## config.mk

```make
export PLATFORM = sky130hd
export DESIGN_NAME = button_event_decoder
export DESIGN_NICKNAME = d
export VERILOG_FILES = /design/src/rtl/button_pkg.sv /design/src/rtl/gesture_timer.sv /design/src/rtl/button_event_decoder.sv
export SDC_FILE = /design/constraint.sdc
export NUM_CORES = 1
export LEC_CHECK = 0
export CAP_MARGIN = 20
export CORE_AREA = 2 2 79 81
export CTS_BUF_LIST = sky130_fd_sc_hd__clkbuf_8
export DETAILED_ROUTE_END_ITERATION = 8
export DIE_AREA = 0 0 81 83
export PLACE_DENSITY = 0.63
export SYNTH_ARGS = -nofsm -noshare
export SYNTH_HDL_FRONTEND = slang
export SYNTH_SLANG_ARGS = --single-unit
```

## constraint.sdc

```tcl
create_clock -name clk -period 4.6 [get_ports clk]
set_input_delay 0.92 -clock clk [delete_from_list [all_inputs] [get_ports clk]]
set_output_delay 0.92 -clock clk [all_outputs]
set_load 0.02 [all_outputs]
```

## src/rtl/button_pkg.sv

```systemverilog
// Shared state encoding and default 100 MHz timing for the button event decoder.
package button_pkg;

  typedef enum logic [1:0] {
    ST_IDLE  = 2'd0,
    ST_PRESS = 2'd1,
    ST_HOLD  = 2'd2,
    ST_GAP   = 2'd3
  } state_e;

  // 0.5 s long press, 0.1 s repeat period, 125 ms double-click window at 100 MHz
  localparam int unsigned DEF_LONG_CYCLES   = 32'd50_000_000;
  localparam int unsigned DEF_REPEAT_CYCLES = 32'd10_000_000;
  localparam int unsigned DEF_DCLICK_CYCLES = 32'd12_500_000;
  localparam int unsigned DEF_CTR_W         = 32'd26;

endpackage

```

## src/rtl/gesture_timer.sv

```systemverilog
// Clearable up-counter shared by all gesture states; flags when the count
// reaches the terminal value supplied by the FSM.
module gesture_timer #(
  parameter int unsigned W = 32'd26
) (
  input  logic         clk,
  input  logic         rst_n,
  input  logic         clr_i,
  input  logic         en_i,
  input  logic [W-1:0] tc_i,
  output logic         hit_o
);

  logic [W-1:0] count_q;
  logic [W-1:0] count_d;

  // Next count: clear wins over increment
  always_comb begin
    count_d = count_q;
    if (clr_i) begin
      count_d = '0;
    end else if (en_i) begin
      count_d = count_q + W'(1);
    end else begin
      count_d = count_q;
    end
  end

  // Count register
  always_ff @(posedge clk or negedge rst_n) begin
    if (!rst_n) begin
      count_q <= '0;
    end else begin
      count_q <= count_d;
    end
  end

  assign hit_o = en_i & (count_q == tc_i);

endmodule

```

## src/rtl/button_event_decoder.sv

```systemverilog
// Turns the conditioned button level into single-cycle UI events:
// press, release, click, double click, long press and auto-repeat.
module button_event_decoder
  import button_pkg::*;
#(
  parameter int unsigned LONG_CYCLES   = DEF_LONG_CYCLES,
  parameter int unsigned REPEAT_CYCLES = DEF_REPEAT_CYCLES,
  parameter int unsigned DCLICK_CYCLES = DEF_DCLICK_CYCLES,
  parameter int unsigned CTR_W         = DEF_CTR_W
) (
  input  logic clk,
  input  logic rst_n,
  input  logic btn,
  output logic press_o,
  output logic release_o,
  output logic click_o,
  output logic dclick_o,
  output logic long_o,
  output logic repeat_o,
  output logic held_o
);

  state_e state_q, state_d;
  logic   btn_q, init_q;
  logic   second_q, second_d;
  logic   frozen_q, frozen_d;
  logic   press_q, press_d, release_q, release_d, click_q, click_d;
  logic   dclick_q, dclick_d, long_q, long_d, repeat_q, repeat_d;
  logic   held_q, held_d;
  logic   rise, fall;
  logic   tmr_clr, tmr_en, tmr_hit;
  logic [CTR_W-1:0] tmr_tc;

  // Terminal count and enable for the shared timer, selected by state
  always_comb begin
    tmr_tc = '0;
    tmr_en = 1'b0;
    case (state_q)
      ST_IDLE: begin
        tmr_tc = '0;
        tmr_en = 1'b0;
      end
      ST_PRESS: begin
        tmr_tc = CTR_W'(LONG_CYCLES - 32'd1);
        tmr_en = 1'b1;
      end
      ST_HOLD: begin
        tmr_tc = CTR_W'(REPEAT_CYCLES - 32'd1);
        tmr_en = ~frozen_q;
      end
      ST_GAP: begin
        tmr_tc = CTR_W'(DCLICK_CYCLES - 32'd1);
        tmr_en = 1'b1;
      end
      default: begin
        tmr_tc = '0;
        tmr_en = 1'b0;
      end
    endcase
  end

  // Edge detection, gesture FSM next state and event pulses
  always_comb begin
    rise      = btn & ~btn_q;
    fall      = ~btn & btn_q;
    state_d   = state_q;
    second_d  = second_q;
    frozen_d  = frozen_q;
    press_d   = 1'b0;
    release_d = 1'b0;
    click_d   = 1'b0;
    dclick_d  = 1'b0;
    long_d    = 1'b0;
    repeat_d  = 1'b0;
    held_d    = btn;
    if (init_q) begin
      // A button held through reset is tracked but never timed
      state_d  = btn ? ST_HOLD : ST_IDLE;
      frozen_d = btn;
      second_d = 1'b0;
    end else begin
      press_d   = rise;
      release_d = fall;
      case (state_q)
        ST_IDLE: begin
          if (rise) begin
            state_d  = ST_PRESS;
            second_d = 1'b0;
          end else begin
            state_d = ST_IDLE;
          end
        end
        ST_PRESS: begin
          if (fall) begin
            state_d = second_q ? ST_IDLE : ST_GAP;
          end else if (tmr_hit) begin
            long_d   = 1'b1;
            frozen_d = 1'b0;
            state_d  = ST_HOLD;
          end else begin
            state_d = ST_PRESS;
          end
        end
        ST_HOLD: begin
          if (fall) begin
            frozen_d = 1'b0;
            state_d  = ST_IDLE;
          end else if (tmr_hit) begin
            repeat_d = 1'b1;
            state_d  = ST_HOLD;
          end else begin
            state_d = ST_HOLD;
          end
        end
        ST_GAP: begin
          if (rise) begin
            dclick_d = 1'b1;
            second_d = 1'b1;
            state_d  = ST_PRESS;
          end else if (tmr_hit) begin
            click_d = 1'b1;
            state_d = ST_IDLE;
          end else begin
            state_d = ST_GAP;
          end
        end
        default: begin
          state_d = ST_IDLE;
        end
      endcase
    end
    tmr_clr = (state_d != state_q) | repeat_d | (state_q == ST_IDLE);
  end

  gesture_timer #(
    .W (CTR_W)
  ) u_timer (
    .clk   (clk),
    .rst_n (rst_n),
    .clr_i (tmr_clr),
    .en_i  (tmr_en),
    .tc_i  (tmr_tc),
    .hit_o (tmr_hit)
  );

  // State, edge history and registered event outputs
  always_ff @(posedge clk or negedge rst_n) begin
    if (!rst_n) begin
      state_q   <= ST_IDLE;
      btn_q     <= 1'b0;
      init_q    <= 1'b1;
      second_q  <= 1'b0;
      frozen_q  <= 1'b0;
      press_q   <= 1'b0;
      release_q <= 1'b0;
      click_q   <= 1'b0;
      dclick_q  <= 1'b0;
      long_q    <= 1'b0;
      repeat_q  <= 1'b0;
      held_q    <= 1'b0;
    end else begin
      state_q   <= state_d;
      btn_q     <= btn;
      init_q    <= 1'b0;
      second_q  <= second_d;
      frozen_q  <= frozen_d;
      press_q   <= press_d;
      release_q <= release_d;
      click_q   <= click_d;
      dclick_q  <= dclick_d;
      long_q    <= long_d;
      repeat_q  <= repeat_d;
      held_q    <= held_d;
    end
  end

  assign press_o   = press_q;
  assign release_o = release_q;
  assign click_o   = click_q;
  assign dclick_o  = dclick_q;
  assign long_o    = long_q;
  assign repeat_o  = repeat_q;
  assign held_o    = held_q;

endmodule
```

# Word level (Yosys, flattened, before mapping)
# Index checks and enable logic that the tools add are counted.
[totals]
regBits = 38
input_bits = 3
output_inout_bits = 7
elab_cells = 75
[op_classes]
add_sub_neg = 1
eq_ne = 10
mux = 37
bitwise = 8
reduce_logical = 7
[op_table]
columns = ["op", "n"]
rows = [
  ["$pmux W26 S4", 1],
  ["$mux W26", 2],
  ["$add A26 B1 Y26 const B", 1],
  ["$eq A26 B26 Y1", 1],
  ["$mux W1", 22],
  ["$mux W2", 8],
  ["$ne A3 B3 Y1 const B", 5],
  ["$pmux W2 S4", 1],
  ["$reduce_bool A3 Y1", 2],
  ["$eq A2 B2 Y1 const B", 2],
  ["$pmux W1 S2", 2],
  ["$reduce_and A4 Y1", 1],
  ["$and A1 B1 Y1", 3],
  ["$not A1 Y1", 3],
  ["$pmux W1 S3", 1],
  ["$reduce_and A3 Y1", 1],
  ["$eq A2 B1 Y1 const B", 1],
  ["$logic_not A2 Y1", 1],
  ["$ne A2 B2 Y1", 1],
  ["$or A1 B1 Y1", 2],
  ["$reduce_bool A2 Y1", 1],
  ["$reduce_or A2 Y1", 1],
]

# Depth between registers and ports, before layout
# Gate-level depths: netlist (run 1).
[depth]
depth_word = 12
mapped_depth = 12
ltp_nobuf = 9

# Hierarchy
# From an unflattened synthesis (run 1), not the netlist that was laid out.
[hier_totals]
cells_unflattened = 248
hier_area_um2 = 2351.0
[modules_own_cells]
columns = ["mod", "instances", "cells_per_inst", "area_each_um2", "seq_area_each_um2"]
rows = [
  ["gesture_timer", 1, 185, 1704.1, 650.6],
  ["button_event_decoder", 1, 63, 646.9, 301.5],
]

# Least setup slack after synthesis (run 1)
# Ideal clock, no wire load.
[synth_timing]
kind = "register to register"
start = "register state_q[1]"
end = "register u_timer.count_q[0]"
setup_time_ns = 0.127
t_arrival_ns = 3.056
t_required_ns = 4.473
path_slack_ns = 1.418
stages_incl_launch_ff = 11
n_path_buf = 2
synth_period_minus_slack_ns = 3.182
cell_sequence = "dfrtp_1 > inv_1 > ha_1 > or4_1 > a221o_1 > or3_1 > buf_2 > a311oi_2 > mux2i_2 > buf_6 > nor3_2"
[synth_between]
elab_chain_cells = 12
elab_cells_between_ends = 24
classes_between = "eq/ne (5); mux (13); bitwise (3); reduce/logical (3)"
[synth_rtl]
columns = ["element", "line_no", "rtl"]
rows = [
  ["start: declaration", "button_event_decoder.sv:23", "state_e state_q, state_d;"],
  ["start signal: assignment", "button_event_decoder.sv:162", "state_q <= state_d;"],
  ["$eq A2 B2 Y1, or another cell as far along", "button_event_decoder.sv:38, button_event_decoder.sv:84", ""],
  ["$pmux W26 S4 / $reduce_or A2 Y1 (equally long branches)", "-", ""],
  ["$eq A26 B26 Y1 / $pmux W1 S3 (equally long branches)", "gesture_timer.sv:38, button_event_decoder.sv:38", ""],
  ["$and A1 B1 Y1", "gesture_timer.sv:38", "assign hit_o = en_i & (count_q == tc_i);"],
  ["$mux W2 (on tied branches)", "button_event_decoder.sv:120, button_event_decoder.sv:96", ""],
  ["$mux W2 (on tied branches)", "button_event_decoder.sv:116, button_event_decoder.sv:94", ""],
  ["$pmux W2 S4", "button_event_decoder.sv:84", "case (state_q)"],
  ["$mux W2", "button_event_decoder.sv:76", "if (init_q) begin"],
  ["$ne A2 B2 Y1", "button_event_decoder.sv:132", "tmr_clr = (state_d != state_q) | repeat_d | (state_q == ST_IDLE);"],
  ["$or A1 B1 Y1 (2 in series)", "button_event_decoder.sv:132", ""],
  ["$mux W26 / $reduce_bool A2 Y1 (equally long branches)", "-", ""],
  ["end signal: assignment", "gesture_timer.sv:34", "count_q <= count_d;"],
  ["end: declaration", "gesture_timer.sv:14", "logic [W-1:0] count_q;"],
]
# Parallel ways exist; a longest one is shown, timed or not. The select of a mux whose other input is x is not followed.
# A chain may end at the register's enable or synchronous reset.

# Final worst setup path (run 1)
[layout_timing]
start = "register state_q[0]"
end = "register u_timer.count_q[11]"
# Same word-level chain as after synthesis.

==> results of run 1 <==
report_power, final:
| part | internal (uW) | leakage, uW | switching, uW |
|---|---|---|---|
| logic | 41.8 | 0.000459 | 77.9 |
| registers | 339 | 0.000520 | 7.98 |
| clock network | 103 | 0.0000491 | 127 |
| total | 484 | 0.00103 | 213 |
cell usage after synthesis (3+ instances only):
master	n
nor2_1	8
clkbuf_1	3
and3_1	9
nor2b_1	3
xor2_1	18
ha_1	5
or3_1	4
nand2_1	18
a21oi_1	4
and4_1	5
nand2b_1	3
nand4_1	4
inv_1	6
nor3_1	13
dfrtp_1	37
buf_2	5
and2_1	3
nor3b_1	3
nand3_1	9
nor3_2	20
or4_1	3
xnor2_1	10
registers in the layout, summed over array words and instances (netlist names):
signal           cells
u_timer.count_q     26
state_q              2
click_o              1
dclick_o             1
frozen_q             1
held_o               1
init_q               1
long_o               1
press_o              1
release_o            1
repeat_o             1
second_q             1
final cells by class:
class | instances | area [sq um] | area share
multi-input combinational | 174 | 1281 | 0.4976
tap | 75 | 93.84 | 0.03644
sequential | 38 | 952.2 | 0.3698
timing repair buffer | 15 | 142.6 | 0.05539
clock buffer | 5 | 68.82 | 0.02672
clock inverter | 3 | 13.76 | 0.005345
inverter | 6 | 22.52 | 0.008746
tightest hold or removal path, stage by stage, from the launching register on:
cell,delay (ns)
dfrtp_1,0.39
inv_1,0.06
o41ai_1,0.07
layer usage:
metal	global-route usage	share of wire	up-vias
li1	-	-	850
met1	0.2236	0.50	811
met2	0.2382	0.44	30
met3	0.03913	0.030	9
met4	0.06471	0.023	0
met5	0	0	-
cells by family after synthesis:
logic type	count (synthesis)	synth area share
xor gates and xnor gates	28	0.1063
DFF	38	0.4129
other	1	0.001626
adders and majority gates	5	0.02713
muxes	3	0.01465
buffers and inverters	16	0.03527
and+or+nand+nor	113	0.3136
AOI/OAI and AO/OA	24	0.08845
metrics by stage:
step / total power (uW) / hold slack (ns) / cells / setup slack (ns) / utilization
after floorplan: 436.0 / 0.5002 / 228 / 1.418 / -
after global placement: 473.0 / 0.5294 / 308 / 0.7981 / 0.4286
after detailed placement: 472.9 / 0.5451 / 308 / 0.7532 / 0.4286
after CTS: 703.0 / 0.5618 / 316 / 0.7409 / 0.4428
after global routing: 729.7 / 0.5814 / 316 / 0.5733 / 0.4428
final: 696.9 / 0.5560 / 316 / 0.7780 / 0.4428
cells in the final DEF (no fill, tap or decap), types with 3 or more instances in the layout:
master	instances
dfrtp_1	37
nor3_2	20
xor2_1	18
nand2_1	18
nor3_1	13
xnor2_1	10
and3_1	9
nand3_1	9
nor2_1	8
clkdlybuf4s50_1	8
inv_1	7
and4_1	5
ha_1	5
clkbuf_8	5
buf_4	5
or3_1	4
nand4_1	4
a21oi_1	4
or4_1	3
nand2b_1	3
and2_1	3
nor3b_1	3
nor2b_1	3
worst max-delay path by stage:
stage,start,end,cells past startpoint
floorplan,state_q[1]$_DFF_PN0_,u_timer.count_q[0]$_DFFE_PN0P_,10
global placement,state_q[0]$_DFF_PN0_,u_timer.count_q[11]$_DFFE_PN0P_,9
detailed placement,state_q[0]$_DFF_PN0_,u_timer.count_q[11]$_DFFE_PN0P_,9
CTS,state_q[0]$_DFF_PN0_,u_timer.count_q[11]$_DFFE_PN0P_,9
global route,state_q[0]$_DFF_PN0_,u_timer.count_q[11]$_DFFE_PN0P_,9
finish,state_q[0]$_DFF_PN0_,u_timer.count_q[11]$_DFFE_PN0P_,9
==> metrics.cfg, run 1 <==
[finish]
fin_area_sq_um=2575
area_growth_pct=11.67
fillers=587
drive_above_1_share=0.1701
fin_nets=248
n_antenna_cell=0

[worst_hold_path]
holdPathEnd=frozen_q$_DFFE_PN0P_
hold_class=register to register
min_path_cells=2
hp-start=frozen_q$_DFFE_PN0P_

[timing]
setup_viol=0
final-hold-violation-count=0
tns_ns=0
period_needed_ns=3.822
finalCritPeriodShare=0.8309
tightest_slew_ns=0.8556
skew_ns=0.007862
timing.fmax_mhz=261.6
rsz0062_at_grt=false
slew_headroom=0.4296
maxSlewViolCount=0

[clock_tree]
clock-sinks=38
clock_latency_ns=0.30
cts_hold_buf=0
clk_pin_slew_worst_paths_ns=0.08
h-tree-depth=2
cts_root_buffer=clkbuf_8
cts_tree=yes
cts_buffers=5
cts_post_setup_buffers_inserted=0
cts_resized=0
clock_path_buffers=2

[detailed_routing]
totalWireLength_mm=4.875
drt_iter0_drc=96
num_vias=1700
wl_per_cell_um=15.43
route.antenna.remaining_nets=0
drc_errors=0
via_per_inst=5.380
first_pass_iters=4

[run]
cap_violations=0

[logic_synthesis]
async_flop_share=1.000
synth.area.top_cells=dfrtp_1, nor3_2, xor2_1, xnor2_1, nand2_1
synth_top_cell_by_area=dfrtp_1
synth_ff_type=dfrtp_1
ys_types=50
syn_area_sq_um=2306
syn_inst=228
avgSynthCellArea_sq_um=10.11
yosys_warnings=0
ys_ff_latch=38
yosysSeqAreaShare=0.4129
synth_top_area_frac=0.4015
mappedNetlistNets=236
synth_edf_count=0

[global_routing]
grt_pass1_wl_mm=8.314
grtUsageTotal=0.1609
grt.overflow.total=0
grt_max_degree=39
grt_pass1_vias=1649
antenna_found_initial=0

[pwr]
powerDensity_nw_per_um2=270.6
vdd_drop_max_mv=0.1119
leakagePower_uw=0.001028

[worst_setup_path]
slowest_stage=mux2i_4
crit_arrival_ns=4.01
reg2reg_from=state_q[0]$_DFF_PN0_
start_kind=register
reg2reg_to=u_timer.count_q[11]$_DFFE_PN0P_
worstRegToRegCells=9
rrSetupSlack_ns=0.78
required_ns=4.79
path_class=register to register
crit_top_cell=or3_1
cp-end-kind=register
cp_max_fo=14
crit_chain=ha_1 -> or3_1 -> a22oi_1 -> o2111ai_1 -> or3_1 -> a311oi_2 -> mux2i_4 -> buf_12 -> nor3_1
crit_buf_inv=1
crit_family=simple AND/OR/NAND/NOR gates
max_stage_delay_ns=0.65

[floorplan]
start_util=0.3965
ios=10
die_h_um=83
die_area_sq_um=6723
rows=28
fp.coreArea_sq_um=5816
die_w_um=81

[placement]
post_dp_cell_area_sq_um=2492
gp_congestion=0.8718
dp_hpwl_mm=3.412
portBuffers=9

[run_status]
status=finished, final reports clean

(Power assumes the default switching activity.)
==> run 2, diff against run 1 <==
--- a/config.mk
+++ b/config.mk
@@ -10,7 +10,7 @@
 export CTS_BUF_LIST = sky130_fd_sc_hd__clkbuf_8
 export DETAILED_ROUTE_END_ITERATION = 8
 export DIE_AREA = 0 0 81 83
-export PLACE_DENSITY = 0.63
+export PLACE_DENSITY = 0.65
 export SYNTH_ARGS = -nofsm -noshare
 export SYNTH_HDL_FRONTEND = slang
 export SYNTH_SLANG_ARGS = --single-unit
==> constraint.sdc (replaced) <==
create_clock -name clk -period 3.17 [get_ports clk]
set_input_delay 0.634 -clock clk [delete_from_list [all_inputs] [get_ports clk]]
set_output_delay 0.634 -clock clk [all_outputs]
set_load 0.02 [all_outputs]
==> run 2 against run 1 <==
Hold slack worse by 0.12 ns. First-iteration DRC count grew 14%. Worst setup slack worse by 0.70 ns. Sequential cell count stayed put. Routed wire length grew 3.4%. Power increased by 56%. Global-route usage fell by 0.29 points. Sequential power is 46% higher. Count of clock-buffer cells in the layout up 1. Via count rose by 5.9%.
==> metrics.cfg, run 2 (same netlist as run 1, synthesis figures left out) <==
[timing]
setup_viol=0
maxSlewViolCount=0
setup_ws_ns=0.07891
period_needed_ns=3.091
finalCritPeriodShare=0.9751
tns_ns=0
tightest_slew_ns=0.8314
timing.fmax_mhz=323.5
skew_ns=0.006607
final-hold-violation-count=0
slew_headroom=0.4457

[floorplan]
ios=10
die_w_um=81
fp.coreArea_sq_um=5816
start_util=0.3965
die_area_sq_um=6723
rows=28
die_h_um=83

[placement]
gp_congestion=0.8257
preCtsSetupSlack_ns=0.05258
portBuffers=9
dp_hpwl_mm=3.429

[run_status]
status=finished, final reports clean

[pwr]
seqPwrFrac=0.466
internal_power_uw=763.5
vdd_drop_max_mv=0.1607
swShare=0.2954
powerDensity_nw_per_um2=384.6
leakagePower_uw=0.001112
power_frac_comb=0.207
power_uw=1084
power_switching_uw=320.1
clkPwrFrac=0.327

[worst_hold_path]
hold_class=input pin to asynchronous set/reset pin

[worst_setup_path]
cp-end-kind=register
rrSetupSlack_ns=0.08
crit_family=simple AND/OR/NAND/NOR gates
reg2reg_from=state_q[1]$_DFF_PN0_
max_stage_delay_ns=0.48
cp_max_fo=6
start_kind=register
path_class=register to register
worstRegToRegCells=9
required_ns=3.36
crit_chain=ha_4 -> or3_1 -> a22oi_2 -> o2111ai_2 -> or3_4 -> a311oi_4 -> mux2i_4 -> clkbuf_16 -> nor3_2
slowest_stage=dfrtp_2
crit_arrival_ns=3.28
reg2reg_to=u_timer.count_q[4]$_DFFE_PN0P_
crit_buf_inv=1

[detailed_routing]
drc_errors=0
first_pass_iters=4
totalWireLength_mm=5.039
via_per_inst=5.488
num_vias=1800
route.antenna.remaining_nets=0
drt_iter0_drc=109
wl_per_cell_um=15.36

[global_routing]
grt_pass1_wl_mm=8.300
grtUsageTotal=0.1579
grt.overflow.total=0
grt_max_degree=39
grt_pass1_vias=1700
antenna_found_initial=0

[clock_tree]
h-tree-depth=2
cts_root_buffer=clkbuf_8
clock_latency_ns=0.30
cts_hold_buf=0
clock_path_buffers=2
clk_pin_slew_worst_paths_ns=0.08
cts_tree=yes
cts_buffers=5
clock-sinks=38

[finish]
final_cell_mix=dfrtp_1, nor3_2, xor2_1, nand2_1, buf_4
final_common_cell=dfrtp_1
drive_above_1_share=0.2648
fin_util=0.4845
largestRegisters=u_timer.count_q: 26 flops, state_q: 2 flops
fin_nets=260
fillers=556
largest_reg_flops=26
top_register=u_timer.count_q
n_antenna_cell=0
area_growth_pct=22.19

[run]
cap_violations=0

==> run 2: power groups by stage <==
stage          clock network (uW)  logic (uW)  registers [uW]
6_report                      354         225             505
5_1_grt                       385         244             506
4_1_cts                       363         200             501
3_5_place_dp                    0         198             511
3_3_place_gp                    0         198             511
2_1_floorplan                   0         122             511
==> run 2: repair_timing <==
action	CTS	global route
buffers inserted	0	1
resized for setup	0	17
endpoints found under the hold margin	0	0
endpoints found under the setup margin	0	26
==> run 2: per-layer routing <==
metal | up-vias | GRT usage | wire (um)
met2 | 28 | 0.2457 | 2405
met1 | 893 | 0.2103 | 2394
met3 | 7 | 0.03370 | 151
met5 | - | 0 | 0
met4 | 0 | 0.06626 | 88
li1 | 872 | - | -
==> run 2: how the worst max path moves through the flow <==
stage                          from                              end  cells after the start
6_report       state_q[1]$_DFF_PN0_   u_timer.count_q[4]$_DFFE_PN0P_                      9
5_1_grt        state_q[0]$_DFF_PN0_   u_timer.count_q[4]$_DFFE_PN0P_                     10
4_1_cts        state_q[1]$_DFF_PN0_   u_timer.count_q[2]$_DFFE_PN0P_                      9
3_5_place_dp   state_q[1]$_DFF_PN0_  u_timer.count_q[11]$_DFFE_PN0P_                      9
3_3_place_gp   state_q[1]$_DFF_PN0_  u_timer.count_q[11]$_DFFE_PN0P_                      9
2_1_floorplan  state_q[1]$_DFF_PN0_   u_timer.count_q[0]$_DFFE_PN0P_                     10
==> run 2: through the flow <==
stage	instance area, sq um	std cells	hold slack (ns)
after floorplan	2306	228	0.3384
after global placement	2585	317	0.5322
after detailed placement	2585	317	0.5279
after CTS	2680	325	0.4639
after global routing	2818	328	0.5094
final	2818	328	0.4318
==> run 2: worst register-to-register path, stage by stage (launching register included) <==
cell	delay, ns
dfrtp_2	0.48
ha_4	0.20
or3_1	0.36
a22oi_2	0.20
o2111ai_2	0.16
or3_4	0.44
a311oi_4	0.38
mux2i_4	0.48
clkbuf_16	0.24
nor3_2	0.04
==> run 2: layout make-up <==
cell class	instances	area [sq um]	area share
Clock buffer	6	82.58	0.02931
Tap cell	75	93.84	0.03330
Inverter	6	25.02	0.008881
Sequential cell	38	954.7	0.3388
Multi-Input combinational cell	174	1356	0.4814
Timing Repair Buffer	27	292.8	0.1039
Clock inverter	2	12.51	0.004441
==> run 3, diff against run 2 <==
--- a/config.mk
+++ b/config.mk
@@ -6,11 +6,12 @@
 export NUM_CORES = 1
 export LEC_CHECK = 0
 export CAP_MARGIN = 20
-export CORE_AREA = 2 2 79 81
+export CORE_AREA = 2 2 75 77
 export CTS_BUF_LIST = sky130_fd_sc_hd__clkbuf_8
 export DETAILED_ROUTE_END_ITERATION = 8
-export DIE_AREA = 0 0 81 83
-export PLACE_DENSITY = 0.65
+export DIE_AREA = 0 0 77 79
+export HOLD_SLACK_MARGIN = 0.08
+export PLACE_DENSITY = 0.7
 export SYNTH_ARGS = -nofsm -noshare
 export SYNTH_HDL_FRONTEND = slang
 export SYNTH_SLANG_ARGS = --single-unit
==> run 3 against run 2 <==
Final cell count fell by 1.5%. First-iteration DRC count is 9.2% lower. Via count is 0.67% lower. Sequential share of layout area up 1.6 points. Highest routed layer unchanged. Critical endpoint is now u_timer.count_q[11]$_DFFE_PN0P_.
==> metrics.cfg, run 3 (same netlist as run 1, synthesis figures left out) <==
[run_status]
status=finished, final reports clean

[placement]
portBuffers=9
dp_hpwl_mm=3.417
gp_congestion=0.8710

[pwr]
powerDensity_nw_per_um2=377.0
vdd_drop_max_mv=0.2776
leakagePower_uw=0.001094

[global_routing]
grtUsageTotal=0.1725
grt.overflow.total=0
antenna_found_initial=0
grt_pass1_wl_mm=8.383
grt_max_degree=39
grt_pass1_vias=1780

[timing]
rsz0062_at_grt=false
tns_ns=0
tightest_slew_ns=0.8242
maxSlewViolCount=0
finalCritPeriodShare=0.9428
final-hold-violation-count=0
slew_headroom=0.4506
setup_viol=0
timing.fmax_mhz=334.6
skew_ns=0.009223
period_needed_ns=2.989

[floorplan]
fp.coreArea_sq_um=5338
start_util=0.4320
ios=10
die_h_um=79
die_w_um=77
rows=27
die_area_sq_um=6083

[clock_tree]
cts_tree=yes
clock_latency_ns=0.30
cts_buffers=5
cts_root_buffer=clkbuf_8
clk_pin_slew_worst_paths_ns=0.08
cts_hold_buf=0
h-tree-depth=2
clock_path_buffers=2
clock-sinks=38

[worst_setup_path]
start_kind=register
crit_arrival_ns=3.16
slowest_stage=or3_1
crit_top_cell=or3_1
crit_chain=ha_1 -> or3_1 -> a22oi_1 -> o2111ai_1 -> or3_1 -> a311oi_4 -> mux2i_4 -> buf_12 -> nor3_1
cp_max_fo=15
path_class=register to register
cp-end-kind=register
max_stage_delay_ns=0.47
required_ns=3.35

[finish]
largest_reg_flops=26
fin_util=0.5028
final_common_cell=dfrtp_1
area_growth_pct=16.39
drive_above_1_share=0.1992
fin_nets=259
top_register=u_timer.count_q
largestRegisters=u_timer.count_q: 26 flops, state_q: 2 flops
n_antenna_cell=0
final_cell_mix=dfrtp_1, nor3_2, xor2_1, nand2_1, buf_4

[detailed_routing]
route.antenna.remaining_nets=0
drt_iter0_drc=99
first_pass_iters=4
wl_per_cell_um=14.81
totalWireLength_mm=4.784
via_per_inst=5.536
drc_errors=0
num_vias=1788

[run]
cap_violations=0

[worst_hold_path]
hold_class=input pin to asynchronous set/reset pin

[run 3: path summary, 6_finish.rpt]
check                                          start  cells after the start                               to  slack (ns)
min in group clk                frozen_q$_DFFE_PN0P_                      2             frozen_q$_DFFE_PN0P_        0.54
worst max register to register  state_q[0]$_DFF_PN0_                      9  u_timer.count_q[11]$_DFFE_PN0P_        0.18
worst min register to register  frozen_q$_DFFE_PN0P_                      2             frozen_q$_DFFE_PN0P_        0.54
max in group asynchronous                      rst_n                      1  u_timer.count_q[11]$_DFFE_PN0P_        2.22
worst min-delay path                           rst_n                      1             second_q$_DFFE_PN0P_        0.43
worst max-delay path            state_q[0]$_DFF_PN0_                      9  u_timer.count_q[11]$_DFFE_PN0P_        0.18
[run 3: report_power, final]
part / internal, uW / total [uW] / switching [uW]
Clock: 145 / 309 / 164
Combinational: 82.5 / 202 / 119
Sequential: 492 / 501 / 9.20
[run 3: cell type report]
cell class              instances  area [sq um]
inverters                       6         22.52
multi-input cells             174          1292
well taps                      72         90.09
clock buffers                   5         68.82
clock inverters                 2         7.507
flip-flops and latches         38         952.2
fillers                       531          2654
repair buffers                 26         250.2
[run 3: metal layers]
metal	up-vias	global-route usage	share of wire
met1	880	0.2198	0.48
met2	31	0.2930	0.47
met3	8	0.03523	0.032
li1	869	-	-
met5	-	0	0
met4	0	0.06071	0.017
[run 3: metrics by stage]
step	power, uW	cells	area, sq um	worst slack, ns	hold slack [ns]
4_1_cts	1018	322	2665	0.09818	0.4747
3_3_place_gp	707.3	315	2589	0.1451	0.5298
5_1_grt	1063	323	2684	0.01102	0.5033
6_report	1012	323	2684	0.1814	0.4318
3_5_place_dp	710.1	315	2589	0.1247	0.5285
2_1_floorplan	632.8	228	2306	0.05051	0.3384
[run 3: what timing repair did]
action,in CTS,in global routing
hold endpoints to repair,0,0
resized for setup,0,1
setup endpoints to repair,0,26
setup buffers,0,1
[run 3: worst max-delay path, delay by kind of cell (launching register included)]
family | cells | cell delay [ns]
DFF | 1 | 0.44
AOI/OAI and AO/OA | 3 | 0.70
and+or+nand+nor | 3 | 0.88
buffers and inverters | 1 | 0.19
muxes | 1 | 0.36
adders and majority gates | 1 | 0.28
